$ cat src/rtl/sample_sequencer.sv
// Per-sample scheduler between codec and DSP engine: one-entry pending buffer, overrun counting,
// engine timeout with dry-sample substitution, and bypass routing.
module sample_sequencer #(
  parameter int unsigned DataWidth     = 16,
  parameter int unsigned TimeoutCycles = 2048
) (
  input  logic                 clk_i,
  input  logic                 rst_ni,
  input  logic [DataWidth-1:0] adc_sample_i,
  input  logic                 adc_valid_i,
  input  logic                 bypass_en_i,
  output logic [DataWidth-1:0] eng_in_sample_o,
  output logic                 eng_sample_ready_o,
  input  logic                 eng_ready_i,
  input  logic [DataWidth-1:0] eng_out_sample_i,
  output logic [DataWidth-1:0] dac_sample_o,
  output logic                 dac_valid_o,
  output logic                 busy_o,
  output logic                 overrun_o,
  output logic                 timeout_o,
  output logic [15:0]          overrun_count_o,
  input  logic                 clear_flags_i
);

  localparam int unsigned TimerW = $clog2(TimeoutCycles);
  localparam logic [TimerW-1:0] TimerLast = TimerW'(TimeoutCycles - 1);

  typedef enum logic [1:0] {StIdle, StWaitAccept, StWaitDone} state_e;

  state_e                 state_q, state_d;
  logic [TimerW-1:0]      timer_q, timer_d;
  logic                   pend_valid_q, pend_valid_d;
  logic [DataWidth-1:0]   pend_data_q, pend_data_d;
  logic [DataWidth-1:0]   eng_in_q, eng_in_d;
  logic                   eng_start_q, eng_start_d;
  logic [DataWidth-1:0]   dac_sample_q, dac_sample_d;
  logic                   dac_valid_q, dac_valid_d;
  logic                   busy_q, busy_d;
  logic                   overrun_q, overrun_d;
  logic                   timeout_q, timeout_d;
  logic [15:0]            count_q, count_d;

  logic                   start_valid;
  logic [DataWidth-1:0]   start_data;
  logic                   overrun_evt;
  logic                   timeout_evt;

  always_comb begin
    state_d      = state_q;
    timer_d      = timer_q;
    pend_valid_d = pend_valid_q;
    pend_data_d  = pend_data_q;
    eng_in_d     = eng_in_q;
    eng_start_d  = 1'b0;
    dac_sample_d = dac_sample_q;
    dac_valid_d  = 1'b0;
    start_valid  = 1'b0;
    start_data   = adc_sample_i;
    overrun_evt  = 1'b0;
    timeout_evt  = 1'b0;

    case (state_q)
      StIdle: begin
        // Pending sample has priority; a simultaneous new sample refills the buffer.
        if (pend_valid_q) begin
          start_valid  = 1'b1;
          start_data   = pend_data_q;
          pend_valid_d = adc_valid_i;
          if (adc_valid_i) pend_data_d = adc_sample_i;
        end else if (adc_valid_i) begin
          start_valid = 1'b1;
        end
        if (start_valid) begin
          if (bypass_en_i) begin
            dac_sample_d = start_data;
            dac_valid_d  = 1'b1;
          end else begin
            eng_in_d    = start_data;
            eng_start_d = 1'b1;
            timer_d     = '0;
            state_d     = StWaitAccept;
          end
        end
      end
      StWaitAccept, StWaitDone: begin
        timer_d = timer_q + TimerW'(1);
        if (state_q == StWaitDone && eng_ready_i) begin
          dac_sample_d = eng_out_sample_i;
          dac_valid_d  = 1'b1;
          state_d      = StIdle;
        end else if (timer_q == TimerLast) begin
          // eng_in_q still holds the dry sample issued to the engine
          dac_sample_d = eng_in_q;
          dac_valid_d  = 1'b1;
          timeout_evt  = 1'b1;
          state_d      = StIdle;
        end else if (state_q == StWaitAccept && !eng_ready_i) begin
          state_d = StWaitDone;
        end
        if (adc_valid_i) begin
          if (!pend_valid_q) begin
            pend_valid_d = 1'b1;
            pend_data_d  = adc_sample_i;
          end else begin
            overrun_evt = 1'b1;
          end
        end
      end
      default: state_d = StIdle;
    endcase

    busy_d = (state_d != StIdle);

    // New events override a coincident clear.
    overrun_d = clear_flags_i ? 1'b0 : overrun_q;
    timeout_d = clear_flags_i ? 1'b0 : timeout_q;
    count_d   = clear_flags_i ? 16'd0 : count_q;
    if (overrun_evt) begin
      overrun_d = 1'b1;
      if (clear_flags_i)            count_d = 16'd1;
      else if (count_q != 16'hFFFF) count_d = count_q + 16'd1;
    end
    if (timeout_evt) timeout_d = 1'b1;
  end

  always_ff @(posedge clk_i or negedge rst_ni) begin
    if (!rst_ni) begin
      state_q      <= StIdle;
      timer_q      <= '0;
      pend_valid_q <= 1'b0;
      pend_data_q  <= '0;
      eng_in_q     <= '0;
      eng_start_q  <= 1'b0;
      dac_sample_q <= '0;
      dac_valid_q  <= 1'b0;
      busy_q       <= 1'b0;
      overrun_q    <= 1'b0;
      timeout_q    <= 1'b0;
      count_q      <= '0;
    end else begin
      state_q      <= state_d;
      timer_q      <= timer_d;
      pend_valid_q <= pend_valid_d;
      pend_data_q  <= pend_data_d;
      eng_in_q     <= eng_in_d;
      eng_start_q  <= eng_start_d;
      dac_sample_q <= dac_sample_d;
      dac_valid_q  <= dac_valid_d;
      busy_q       <= busy_d;
      overrun_q    <= overrun_d;
      timeout_q    <= timeout_d;
      count_q      <= count_d;
    end
  end

  assign eng_in_sample_o    = eng_in_q;
  assign eng_sample_ready_o = eng_start_q;
  assign dac_sample_o       = dac_sample_q;
  assign dac_valid_o        = dac_valid_q;
  assign busy_o             = busy_q;
  assign overrun_o          = overrun_q;
  assign timeout_o          = timeout_q;
  assign overrun_count_o    = count_q;

endmodule
$ cat config.mk
export PLATFORM = sky130hd
export DESIGN_NAME = sample_sequencer
export DESIGN_NICKNAME = d
export VERILOG_FILES = /design/src/rtl/sample_sequencer.sv
export SDC_FILE = /design/constraint.sdc
export NUM_CORES = 1
export LEC_CHECK = 0
export BUFFER_PORTS_ARGS = -buffer_cell sky130_fd_sc_hd__buf_2
export CAP_MARGIN = 20
export CORE_MARGIN = 2
export CORE_UTILIZATION = 30
export DETAILED_ROUTE_END_ITERATION = 12
export PLACE_DENSITY = 0.46
export SLEW_MARGIN = 0
export SYNTH_ARGS = -nofsm -noshare
export SYNTH_HDL_FRONTEND = slang
export SYNTH_SLANG_ARGS = --single-unit
$ cat constraint.sdc
create_clock -name clk_i -period 2.7 [get_ports clk_i]
set_input_delay 0.54 -clock clk_i [delete_from_list [all_inputs] [get_ports clk_i]]
set_output_delay 0.54 -clock clk_i [all_outputs]
set_load 0.03 [all_outputs]
==> results.cfg, run 1 <==
[run_status]
outcome = completed

[finish]
layout.nets = 546
final_layout_size_suffix_gt1_share_pct = 29.59
syn2layout_area_growth_pct = 24.66
diodes = 0
design_area_um2 = 5300
fin_cells = 687

[global_routing]
grt_pass1_vias = 3340
grt_pass1_wl_um = 17620
gr-total-overflow = 0
grt_max_degree = 47
antenna_found_initial = 1
grt_usage_pct = 15.18

[setup_path]
crit_arrival_ps = 2640
r2r_slack_ps = 290
cp.buffers_inverters = 1
path_class = register to register
reg2reg_from = state_q[0]
rr_endpoint = dac_sample_o[4]
endpoint_kind = register
cp-start-kind = register
crit_path_cell_trace = inv_1, ha_1, nand2_1, o2bb2ai_2, mux2_2
crit_fanout = 16
r2r_cells = 5
cpLargestDelayFamily = compound AO/OA/AOI/OAI gates
cp_slowest_cell = o2bb2ai_2
worstPathRequired_ps = 2930
max_stage_delay_ps = 860

[clocking]
numCtsBuffers = 9
cts_buffer_depth = 2
tritoncts = built
htreeDepth = 3
cts_resized = 0
cts.sinks = 83
post_cts_buffers = 0
clk-insertion-delay-late_ps = 350
cts_hold_buf = 0
path_clk_slew_ps = 60
root_buffer = clkbuf_16

[timing]
hold_viol_final = 0
fmax_ghz = 0.4145
rsz0062_at_grt = false
tns_ps = 0
skew_ps = 7.178
worstMarginPinSlew_ps = 1074
hold-worst-slack_ps = 176.9
finalCritPeriodShare_pct = 89.36
setup_violations = 0
final_max_slew_viol_count = 0
relSlewSlack_pct = 27.96
min_period_ps = 2413

[synth]
yosysSeqAreaShare_pct = 48.85
ys.flop_type = dfrtp_1
yosys_register_bits = 83
async_reset_ff_share_pct = 100.0
synth_edf_count = 0
ys_top_cells_by_area = dfrtp_1, mux2_2, a21oi_1
syn_nets = 452
syn_area_um2 = 4252
avgSynthCellArea_um2 = 10.42
synth_top_area_share_pct = 48.85
yosysMostFrequentCell = dfrtp_1
syn_inst = 408
yosysWarnings = 0
ys_types = 48
synthTopCellsByCount = dfrtp_1, a21oi_1, nor2_1
synth.largest_area_cell = dfrtp_1

[die]
start_util_pct = 30.63
rows = 43
ios = 91
die_width_um = 123.0
core_um2 = 13880
fp.dieH_um = 123.0
die-area_um2 = 15140

[route]
dr_total_vias = 3467
postRouteAntennaNets = 0
first_pass_iters = 6
wl_per_cell_um = 16.08
via_per_inst = 5.047
drt_iter0_drc = 200
post-route-drc-count = 0
wl_um = 11050

[flow_run]
drv_cap = 0

[placed_design]
placed_area_um2 = 4962
gp_congestion = 0.8067
hpwl_um = 7601
placed_cells = 671
portBuffers = 90

[worst_hold_path]
hp-class = input pin to async pin

[pwr]
powerDensity_nw_per_um2 = 1123
finalPower_mw = 5.951
vdd_drop_max_mv = 0.5220
leakage_nw = 2.382
==> registers in the layout, indices dropped and copies added, names as in the netlist <==
signal              flops
overrun_count_o        16
eng_sample_ready_o      1
pend_valid_q            1
dac_valid_o             1
state_q                 2
eng_in_sample_o        16
timer_q                11
dac_sample_o           16
timeout_o               1
pend_data_q            16
overrun_o               1
busy_o                  1
==> layout make-up <==
type | instances | area, µm²
clock inverter | 5 | 85.08
fill | 1437 | 8581
tap | 180 | 225.2
clock buffer | 11 | 252.7
inverter | 9 | 33.78
timing repair buffer | 102 | 555.5
sequential | 83 | 2077
multi-input combinational | 297 | 2071
==> stage by stage <==
step	util, %	setup WS (ps)
after detailed placement	35.75	258.0
after CTS	38.18	216.2
after global placement	35.75	270.0
final	38.18	287.4
after floorplan	-	496.9
after global routing	38.18	106.2
==> logic make-up after synthesis <==
family / share of synthesized area (%)
AOI/OAI and AO/OA: 15.66
adders and majority gates: 1.766
buffers and inverters: 2.678
DFF: 48.85
muxes: 14.83
and+or+nand+nor: 16.22
==> layout by cell type, fill, tap and decap left out, types with 3 or more instances in the layout <==
| cell type | count |
|---|---|
| nor2b_1 | 10 |
| mux2i_1 | 18 |
| o31ai_1 | 8 |
| clkbuf_16 | 9 |
| inv_1 | 8 |
| a21boi_1 | 7 |
| or4_1 | 8 |
| buf_2 | 89 |
| nand2b_1 | 4 |
| nor4_1 | 3 |
| mux2_2 | 25 |
| nand2_1 | 24 |
| or3_1 | 5 |
| dfrtp_1 | 83 |
| nand4_1 | 5 |
| and3_1 | 19 |
| ha_1 | 6 |
| nand3_1 | 11 |
| mux2_1 | 15 |
| a21oi_1 | 45 |
| nor2_1 | 28 |
| a211oi_1 | 19 |
| nor3_1 | 4 |
| o21ai_0 | 7 |
| buf_4 | 12 |
==> metal layers <==
layer / up-vias / wire, µm / global-route usage (%)
li1: 1691 / - / -
met3: 12 / 473 / 3.828
met5: - / 0 / 0
met2: 73 / 5067 / 23.34
met4: 0 / 189 / 5.327
met1: 1691 / 5318 / 20.76
==> worst max-delay path by stage <==
stage | start | end | cells after the start
finish | state_q[0] | dac_sample_o[4] | 5
global placement | state_q[0] | dac_sample_o[5] | 5
CTS | state_q[0] | dac_sample_o[1] | 5
global route | state_q[1] | dac_sample_o[1] | 5
detailed placement | state_q[0] | dac_sample_o[1] | 5
floorplan | overrun_count_o[0] | overrun_count_o[14] | 6
==> power breakdown <==
part / switching (mW) / total (mW) / internal, mW / leakage (nW)
Sequential: 0.311 / 2.01 / 1.70 / 1.03
Combinational: 1.58 / 2.55 / 0.971 / 1.19
Clock: 0.528 / 1.39 / 0.864 / 0.162
Total: 2.42 / 5.95 / 3.53 / 2.38
==> worst register-to-register path: stages, from the launching register on <==
cell and delay, ps:
dfrtp_1 400, inv_1 90, ha_1 380, nand2_1 140, o2bb2ai_2 860, mux2_2 430
Note: power is estimated with default switching activity, not from simulation.
==> run 2, diff against run 1 <==
--- a/config.mk
+++ b/config.mk
@@ -7,6 +7,7 @@
 export LEC_CHECK = 0
 export BUFFER_PORTS_ARGS = -buffer_cell sky130_fd_sc_hd__buf_2
 export CAP_MARGIN = 20
+export CORE_ASPECT_RATIO = 0.8
 export CORE_MARGIN = 2
 export CORE_UTILIZATION = 30
 export DETAILED_ROUTE_END_ITERATION = 12
==> run 2 against run 1 <==
  * Clock power about the same
  * Maximum frequency increased by 5.4%
  * Critical path type unchanged
  * Highest routed layer unchanged
  * Combinational power grew 3%
  * Worst setup slack better by 120 ps
  * First-iteration DRC count rose by 23%
  * Critical endpoint is now overrun_count_o[14]
  * Power grew 1.3%
  * Register-to-register slack better by 120 ps
==> results.cfg, run 2 (synthesis gave the netlist of run 1 again) <==
[clocking]
htreeDepth = 3
clk-insertion-delay-late_ps = 340
cts_buffer_depth = 2
root_buffer = clkbuf_16
path_clk_slew_ps = 60
tritoncts = built
post_cts_buffers = 0
cts.sinks = 83
numCtsBuffers = 9
cts_resized = 0
cts_hold_buf = 0

[timing]
worstMarginPinSlew_ps = 589.6
relSlewSlack_pct = 59.67
hold_viol_final = 0
skew_ps = 6.969
finalCritPeriodShare_pct = 84.80
min_period_ps = 2290
hold-worst-slack_ps = 165.8
tns_ps = 0
setup_violations = 0
final_max_slew_viol_count = 0
fin_ws_ps = 410.3
fmax_ghz = 0.4367
rsz0062_at_grt = false

[placed_design]
place_ws_ps = 421.3
gp_congestion = 0.7883
portBuffers = 90
hpwl_um = 7798

[setup_path]
cpLargestDelayFamily = simple AND/OR/NAND/NOR gates
worstPathRequired_ps = 2910
cp_slowest_cell = or3_1
crit_fanout = 7
r2r_cells = 6
crit_arrival_ps = 2500
r2r_slack_ps = 410
cp-start-kind = register
reg2reg_from = state_q[0]
rr_endpoint = overrun_count_o[14]
crit_path_cell_trace = inv_1, ha_1, nand3_2, or3_1, nor4_1, mux2_1
max_stage_delay_ps = 500
endpoint_kind = register
cp.buffers_inverters = 1
path_class = register to register

[global_routing]
gr-total-overflow = 0
antenna_found_initial = 0
grt_max_degree = 36
grt_pass1_wl_um = 18530
grt_pass1_vias = 3538
grt_usage_pct = 15.45

[pwr]
leakage_nw = 2.394
powerDensity_nw_per_um2 = 1130
vdd_drop_max_mv = 0.5347

[die]
fp.dieH_um = 110.5
core_um2 = 13690
ios = 91
start_util_pct = 31.05
die_width_um = 137.1
die-area_um2 = 15150
rows = 38

[route]
wl_per_cell_um = 16.11
dr_total_vias = 3508
postRouteAntennaNets = 0
wl_um = 11100
via_per_inst = 5.091
post-route-drc-count = 0
first_pass_iters = 4
drt_iter0_drc = 246

[flow_run]
drv_cap = 0

[finish]
diodes = 0
layout_commonest_cell = buf_2
layout.nets = 548
syn2layout_area_growth_pct = 25.43
final_layout_size_suffix_gt1_share_pct = 29.67
layout_common_cells = buf_2, dfrtp_1, a21oi_1, nor2_1, mux2_2

[worst_hold_path]
hp-class = input pin to async pin

[run_status]
outcome = completed
-- run 2: area by class of cell --
class	instances	area (µm²)
inverter	9	33.78
multi-input combinational	297	2071
clock buffer	10	229.0
sequential	83	2077
tap	180	225.2
clock inverter	6	113.9
fill	1411	8361
timing repair buffer	104	583.1
-- run 2: worst max-delay path by stage --
stage | startpoint | end | slack, ps | cells after the start
after global placement | state_q[0] | overrun_count_o[15] | 490 | 6
after CTS | state_q[0] | overrun_count_o[14] | 410 | 6
after floorplan | overrun_count_o[0] | overrun_count_o[14] | 500 | 6
after global routing | state_q[0] | overrun_count_o[14] | 280 | 6
final | state_q[0] | overrun_count_o[14] | 410 | 6
after detailed placement | state_q[0] | overrun_count_o[14] | 420 | 6
-- run 2: layer usage --
layer	GRT usage (%)	share of wire [%]
met3	5.096	6.0
met4	3.436	0.95
met1	21.41	48
met5	0	0
met2	23.38	45
-- run 2: through the flow --
stage               instance area, µm²  cells  power [mW]  utilization (%)
detailed placement                4990    673       4.669            36.44
global route                      5333    689       6.464            38.94
finish                            5333    689       6.027            38.94
CTS                               5333    689       6.115            38.94
global placement                  4990    673       4.620            36.44
floorplan                         4252    408       3.836                -
-- run 2: power breakdown --
part / switching (mW) / internal [mW] / leakage [nW]
logic: 1.63 / 1.01 / 1.21
clock network: 0.508 / 0.906 / 0.159
registers: 0.281 / 1.70 / 1.03
